File: src/rtl/ram8_arb_pkg.sv
// Shared definitions for the two-requester word-store arbiter: state encoding,
// requester IDs, default geometry and the round-robin pick.
package ram8_arb_pkg;

  localparam int DEF_WIDTH = 16;
  localparam int DEF_DEPTH = 8;

  typedef enum logic {
    ST_IDLE   = 1'b0,
    ST_ACCESS = 1'b1
  } state_t;

  localparam logic ID_A = 1'b0;
  localparam logic ID_B = 1'b1;

  // On a tie the requester that was not granted last takes the slot.
  function automatic logic pick_winner(input logic a_req, input logic b_req,
                                       input logic last_grant);
    if (a_req && b_req) return (last_grant == ID_A) ? ID_B : ID_A;
    else if (a_req)     return ID_A;
    else                return ID_B;
  endfunction

endpackage

File: src/rtl/ram8_arbiter_if.sv
// Requester-side bus of the arbiter: two req/ack ports plus shared read data.
interface ram8_arbiter_if
  import ram8_arb_pkg::*;
#(
  parameter int WIDTH = DEF_WIDTH,
  parameter int DEPTH = DEF_DEPTH
);
  localparam int ADDR_W = $clog2(DEPTH);

  // Handshake: a requester raises x_req with x_we/x_addr/x_wdata and holds it
  // until x_ack pulses for one cycle; rdata is meaningful only while an ack is
  // high, and req still high the cycle after ack counts as a fresh request.
  logic              a_req;
  logic              a_we;
  logic [ADDR_W-1:0] a_addr;
  logic [WIDTH-1:0]  a_wdata;
  logic              a_ack;

  logic              b_req;
  logic              b_we;
  logic [ADDR_W-1:0] b_addr;
  logic [WIDTH-1:0]  b_wdata;
  logic              b_ack;

  logic [WIDTH-1:0]  rdata;
  logic              busy;
  state_t            dbg_state;

  modport master (
    output a_req, a_we, a_addr, a_wdata,
    output b_req, b_we, b_addr, b_wdata,
    input  a_ack, b_ack, rdata, busy, dbg_state
  );

  modport slave (
    input  a_req, a_we, a_addr, a_wdata,
    input  b_req, b_we, b_addr, b_wdata,
    output a_ack, b_ack, rdata, busy, dbg_state
  );

endinterface

File: src/rtl/ram8_arbiter_word.sv
// One storage word: a load-enabled register cleared by the async reset.
module reg_word
  import ram8_arb_pkg::*;
#(
  parameter int WIDTH = DEF_WIDTH
) (
  input  logic             clk,
  input  logic             rst_n,
  input  logic             load,
  input  logic [WIDTH-1:0] in,
  output logic [WIDTH-1:0] out
);

  logic [WIDTH-1:0] r_q;

  always_ff @(posedge clk or negedge rst_n) begin
    if (!rst_n)    r_q <= '0;
    else if (load) r_q <= in;
  end

  assign out = r_q;

endmodule

File: src/rtl/ram8_arbiter.sv
// Two-requester round-robin arbiter in front of a small register-based store;
// each granted access occupies one ACCESS cycle, writes commit as it ends.
module ram8_arbiter
  import ram8_arb_pkg::*;
#(
  parameter int WIDTH = DEF_WIDTH,
  parameter int DEPTH = DEF_DEPTH
) (
  input  logic           clk,
  input  logic           rst_n,
  ram8_arbiter_if.slave  bus
);

  localparam int ADDR_W = $clog2(DEPTH);

  state_t            r_state;
  logic              r_last_grant;
  logic              r_we;
  logic [ADDR_W-1:0] r_addr;
  logic [WIDTH-1:0]  r_wdata;
  logic              r_a_ack;
  logic              r_b_ack;
  logic              r_busy;
  logic [WIDTH-1:0]  r_rdata;

  logic [WIDTH-1:0]  w_word [DEPTH];
  logic [DEPTH-1:0]  w_load;
  logic              w_any_req;
  logic              w_win;
  logic              w_we;
  logic [ADDR_W-1:0] w_addr;
  logic [WIDTH-1:0]  w_wdata;

  assign w_any_req = bus.a_req | bus.b_req;
  assign w_win     = pick_winner(bus.a_req, bus.b_req, r_last_grant);
  assign w_we      = (w_win == ID_A) ? bus.a_we    : bus.b_we;
  assign w_addr    = (w_win == ID_A) ? bus.a_addr  : bus.b_addr;
  assign w_wdata   = (w_win == ID_A) ? bus.a_wdata : bus.b_wdata;

  // Write strobe comes from the latched request only, so bus changes during
  // ACCESS cannot redirect the write.
  always_comb begin
    w_load = '0;
    if (r_state == ST_ACCESS && r_we) w_load[r_addr] = 1'b1;
  end

  for (genvar i = 0; i < DEPTH; i++) begin : g_word
    reg_word #(.WIDTH(WIDTH)) u_word (
      .clk   (clk),
      .rst_n (rst_n),
      .load  (w_load[i]),
      .in    (r_wdata),
      .out   (w_word[i])
    );
  end

  always_ff @(posedge clk or negedge rst_n) begin
    if (!rst_n) begin
      r_state      <= ST_IDLE;
      r_last_grant <= ID_B;
      r_we         <= 1'b0;
      r_addr       <= '0;
      r_wdata      <= '0;
      r_a_ack      <= 1'b0;
      r_b_ack      <= 1'b0;
      r_busy       <= 1'b0;
      r_rdata      <= '0;
    end else begin
      case (r_state)
        ST_IDLE: begin
          if (w_any_req) begin
            r_state      <= ST_ACCESS;
            r_last_grant <= w_win;
            r_we         <= w_we;
            r_addr       <= w_addr;
            r_wdata      <= w_wdata;
            r_a_ack      <= (w_win == ID_A);
            r_b_ack      <= (w_win == ID_B);
            r_busy       <= 1'b1;
            // Captured before the write lands, so rdata shows the old word.
            r_rdata      <= w_word[w_addr];
          end
        end
        default: begin
          r_state <= ST_IDLE;
          r_a_ack <= 1'b0;
          r_b_ack <= 1'b0;
          r_busy  <= 1'b0;
          r_rdata <= '0;
        end
      endcase
    end
  end

  assign bus.a_ack     = r_a_ack;
  assign bus.b_ack     = r_b_ack;
  assign bus.busy      = r_busy;
  assign bus.rdata     = r_rdata;
  assign bus.dbg_state = r_state;

endmodule

File: src/flat_wrapper.sv
// flat-port wrapper written by rule: the top's interface ports become plain ports
module ram8_arbiter_flat import ram8_arb_pkg::*;
#(
  parameter int WIDTH = DEF_WIDTH,
  parameter int DEPTH = DEF_DEPTH
)
  (clk, rst_n, bus_a_req, bus_a_we, bus_a_addr, bus_a_wdata, bus_b_req, bus_b_we, bus_b_addr, bus_b_wdata, bus_a_ack, bus_b_ack, bus_rdata, bus_busy, bus_dbg_state);
  ram8_arbiter_if #(.WIDTH(WIDTH), .DEPTH(DEPTH)) bus_i ();
  input  logic clk;
  input  logic rst_n;
  input wire logic [$bits(bus_i.a_req)-1:0] bus_a_req;
  input wire logic [$bits(bus_i.a_we)-1:0] bus_a_we;
  input wire logic [$bits(bus_i.a_addr)-1:0] bus_a_addr;
  input wire logic [$bits(bus_i.a_wdata)-1:0] bus_a_wdata;
  input wire logic [$bits(bus_i.b_req)-1:0] bus_b_req;
  input wire logic [$bits(bus_i.b_we)-1:0] bus_b_we;
  input wire logic [$bits(bus_i.b_addr)-1:0] bus_b_addr;
  input wire logic [$bits(bus_i.b_wdata)-1:0] bus_b_wdata;
  output wire logic [$bits(bus_i.a_ack)-1:0] bus_a_ack;
  output wire logic [$bits(bus_i.b_ack)-1:0] bus_b_ack;
  output wire logic [$bits(bus_i.rdata)-1:0] bus_rdata;
  output wire logic [$bits(bus_i.busy)-1:0] bus_busy;
  output wire logic [$bits(bus_i.dbg_state)-1:0] bus_dbg_state;
  assign bus_i.a_req = bus_a_req;
  assign bus_i.a_we = bus_a_we;
  assign bus_i.a_addr = bus_a_addr;
  assign bus_i.a_wdata = bus_a_wdata;
  assign bus_i.b_req = bus_b_req;
  assign bus_i.b_we = bus_b_we;
  assign bus_i.b_addr = bus_b_addr;
  assign bus_i.b_wdata = bus_b_wdata;
  assign bus_a_ack = bus_i.a_ack;
  assign bus_b_ack = bus_i.b_ack;
  assign bus_rdata = bus_i.rdata;
  assign bus_busy = bus_i.busy;
  assign bus_dbg_state = bus_i.dbg_state;
  ram8_arbiter #(.WIDTH(WIDTH), .DEPTH(DEPTH)) u_core (.clk(clk), .rst_n(rst_n), .bus(bus_i));
endmodule
File: config.mk
export PLATFORM = sky130hd
export DESIGN_NAME = ram8_arbiter_flat
export DESIGN_NICKNAME = d
export VERILOG_FILES = /design/src/rtl/ram8_arb_pkg.sv /design/src/rtl/ram8_arbiter_if.sv /design/src/rtl/ram8_arbiter_word.sv /design/src/rtl/ram8_arbiter.sv /design/src/flat_wrapper.sv
export SDC_FILE = /design/constraint.sdc
export NUM_CORES = 1
export LEC_CHECK = 0
export ABC_AREA = 1
export BUFFER_PORTS_ARGS = -buffer_cell sky130_fd_sc_hd__buf_2
export CAP_MARGIN = 20
export CORE_ASPECT_RATIO = 0.7
export CORE_MARGIN = 1.5
export CORE_UTILIZATION = 25
export CTS_BUF_LIST = sky130_fd_sc_hd__clkbuf_8
export CTS_CLUSTER_DIAMETER = 40
export CTS_CLUSTER_SIZE = 8
export DETAILED_ROUTE_END_ITERATION = 10
export GPL_ROUTABILITY_DRIVEN = 0
export PLACE_DENSITY = 0.44
export SKIP_LAST_GASP = 1
export SLEW_MARGIN = 30
export SYNTH_ARGS = -nofsm -noshare
export SYNTH_HDL_FRONTEND = slang
export SYNTH_SLANG_ARGS = --single-unit
File: constraint.sdc
create_clock -name clk -period 2.1 [get_ports clk]
set_input_delay 0.21 -clock clk [delete_from_list [all_inputs] [get_ports clk]]
set_output_delay 0.21 -clock clk [all_outputs]
set_load 0.01 [all_outputs]
==> summary.md <==
| Metric | Value |
|---|---|
| Vias/cell | 4.76 |
| Clock tree from TritonCTS | done |
| Async S/R FF share, synth | 100% |
| Antenna violation net count after detailed routing | 0 |
| Detailed-placement wirelength estimate | 13700 um |
| F_max | 509 MHz |
| Register area share after synthesis | 57.2% |
| # diodes | 0 |
| Synthesized netlist cell count | 868 |
| Iteration count of the initial detailed-routing pass | 5 |
| Final worst slack | 0.136 ns |
| Cell Pwr Density | 1120 nW/um^2 |
| Height of the die | 147 um |
| Worst Setup Path Type | reg -> reg |
| Slew at the pin closest to its max-slew limit | 0.612 ns |
| Clock tree skew after final layout | 0.00748 ns |
| Warnings from Yosys | 0 |
| Number of setup violations in the final report | 0 |
| Worst Hold Path Cells | 3 |
| Top-area cell type share of the netlist area | 56.9% |
| Max-cap violations | 0 |
| Clk_lat worst skew | 0.48 ns |
| Final wirelength | 23500 um |
| WP depth | 7 |
| Pre-CTS worst setup slack | 0.255 ns |
| Max-slew headroom | 59.1% |
| Static leakage | 4.12 nW |
| Chip width | 208 um |
| Worst path required time | 2.46 ns |
| Maximum number of pins on one net before global-route repair | 58 |
| DR iter-0 viols | 447 |
| Mean cell area of the mapped netlist | 8.51 sq um |
| Initial standard-cell utilization of the core | 25.5% |
| Antenna violations before repair | 0 |
| CP peak stage delay | 0.56 ns |
| Post-layout min period | 1.96 ns |
| Number of clock sinks | 169 |
| Synth Net Count | 912 |
| Final hold violations | 0 |
| Aggregate negative setup slack | 0 ns |
| Aggregate global-route resource usage | 16.2% |
| Number of buffers inserted by port buffering | 63 |
| Worst-path fanout max | 10 |
| Filler cell count | 3101 |
| Number of placement rows | 52 |
| Count of nets after finishing | 995 |
| Highest ir drop seen on vdd | 426 uV |
| Synth top cells by count | 235 x sky130_fd_sc_hd__nand2_1, 178 x sky130_fd_sc_hd__nand3_1, 168 x sky130_fd_sc_hd__dfrtp_1 |
| Path class of the lowest-slack min-delay path | in -> reg |
| Number of synthesized register bits | 169 |
| CP max-delay cell | sky130_fd_sc_hd__dlygate4sd3_1 |
| Number of max-slew violations in the final report | 0 |
| Number of flops mapped to enable cells by yosys | 0 |
| R2R cell count | 7 |
| Share of layout cells above drive strength 1 | 13.9% |
| Top cells by area, synth | sky130_fd_sc_hd__dfrtp_1 57%, sky130_fd_sc_hd__nand3_1 12%, sky130_fd_sc_hd__nand2_1 12% |
| Cell variety after synth | 21 |
| Top FF cell, synth | sky130_fd_sc_hd__dfrtp_1 |
| Number of global-route vias before repair | 6273 |
| Std-Cell Core Area | 29000 sq um |
| Synthesized area | 7390 sq um |
| Wirelength per Cell | 17.5 um |
| DR vias | 6384 |
| Number of levels in the clock H-tree | 4 |
| Worst path buffer plus inverter count | 3 |
| Master cell of the clock root buffer | sky130_fd_sc_hd__clkbuf_8 |
| Drt drc | 0 |
| GRT overflow | 0 |
| Leading area contributor after synthesis | sky130_fd_sc_hd__dfrtp_1 |
| Total die area | 30600 sq um |
| Type of origin of the critical path | flip-flop |
| Data arrival time at the worst-slack endpoint | 2.33 ns |
| Wire length of the first global-routing pass | 37600 um |
| Outcome | finished, final reports clean |
| Num CTS Buffers | 17 |
| Period Utilization, post-route | 93.5% |
| Largest delay share family, worst path | buffers and inverters |
| Area Growth Syn to Fin | 20.7% |
| Setup repair after global routing missed its margin | false |
| Clock slew seen by the registers of the worst setup and hold paths | 0.08 ns |
| Largest buffer count on any clock path | 2 |
| Most frequent cell after synthesis | sky130_fd_sc_hd__nand2_1 |
| Category of the worst setup path capture point | flip-flop |
| I/O pins | 64 |
| Cells traversed along the worst timing path | inv_1 > nand2_1 > nand2_4 > clkinv_1 > nor2_1 > o22ai_1 > dlygate4sd3_1 |
-- cells by family (layout without fill, tap and decap cells) --
kind of cell,Yosys count,in the layout,synth area share (%)
DFF,169,169,57.2
buffers and inverters,88,184,4.98
AOI/OAI and AO/OA,170,170,11.9
and+or+nand+nor,441,441,25.9
-- layout by cell type (no fill, tap or decap), types with 5 or more instances in the layout --
cell type / count
sky130_fd_sc_hd__inv_1: 29
sky130_fd_sc_hd__nor2_1: 22
sky130_fd_sc_hd__buf_2: 62
sky130_fd_sc_hd__clkinv_2: 5
sky130_fd_sc_hd__dlygate4sd3_1: 30
sky130_fd_sc_hd__buf_12: 8
sky130_fd_sc_hd__nand3_1: 177
sky130_fd_sc_hd__dfrtp_1: 168
sky130_fd_sc_hd__buf_4: 19
sky130_fd_sc_hd__o22ai_1: 16
sky130_fd_sc_hd__nand2_1: 235
sky130_fd_sc_hd__clkbuf_8: 23
sky130_fd_sc_hd__o21ai_0: 148
-- report_power, final --
group          internal [mW]  switching [mW]  leakage [nW]
combinational           1.06            1.58          1.75
clock                  0.989            1.21         0.196
sequential              4.50           0.673          2.17
total                   6.55            3.46          4.12
-- state kept, by name, indices dropped and copies added, names as in the netlist --
register	flops
u_core.g_word.u_word.out	128
u_core.bus.rdata	16
u_core.r_wdata	16
u_core.r_addr	3
u_core.bus.a_ack	1
u_core.bus.b_ack	1
u_core.bus.busy	1
u_core.bus.dbg_state	1
u_core.r_last_grant	1
u_core.r_we	1
-- worst reg2reg max path: cells and delay by family (launching register included) --
kind                   cells  cell delay [ns]
AO/OA/AOI/OAI              1             0.09
flip-flops                 1             0.37
AND/OR/NAND/NOR            3             0.47
buffers and inverters      3             0.92
-- final timing paths --
path,slack (ns),endpoint,from
setup / recovery,0.14,u_core.r_wdata[7],u_core.r_last_grant
hold / removal,0.04,u_core.r_wdata[1],bus_a_wdata[1]
setup reg to reg,0.14,u_core.r_wdata[7],u_core.r_last_grant
hold reg to reg,0.49,u_core.bus.b_ack,u_core.bus.b_ack
max in group asynchronous,1.25,u_core.r_last_grant,rst_n
min in group asynchronous,0.18,u_core.g_word[5].u_word.out[3],rst_n
-- metrics by stage --
stage | power, mW | area [sq um] | hold WS (ns) | util [%] | instances
2_1_floorplan | 6.85 | 7390 | -0.0856 | - | 868
3_3_place_gp | 7.80 | 8250 | 0.111 | 28.5 | 1280
3_5_place_dp | 7.84 | 8250 | 0.112 | 28.5 | 1280
4_1_cts | 10.1 | 8920 | 0.00127 | 30.8 | 1342
5_1_grt | 10.8 | 8920 | 0.0162 | 30.8 | 1342
6_report | 10.0 | 8920 | 0.0358 | 30.8 | 1342
-- routing by layer --
metal	vias up	routed length (um)	track usage, %
li1	3073	-	-
met1	3110	12100	23.8
met2	176	9990	24.1
met3	25	1130	2.86
met4	0	307	5.22
met5	-	0	0
-- final cells by class --
| type | count | area [sq um] | area share [%] |
|---|---|---|---|
| clock inverters | 9 | 47.5 | 0.533 |
| repair buffers | 121 | 936 | 10.5 |
| inverters | 31 | 116 | 1.30 |
| clock buffers | 23 | 317 | 3.55 |
| well taps | 378 | 473 | 5.30 |
| multi-input cells | 611 | 2800 | 31.4 |
| flip-flops and latches | 169 | 4230 | 47.4 |
-- repair_timing --
action                     4_1_cts  5_1_grt
gates resized for setup          0        1
hold endpoints to repair       185        0
buffers inserted                 0        0
setup endpoints to repair        0        1
hold buffers                    30        0
Note: power is estimated with default switching activity, not from simulation.
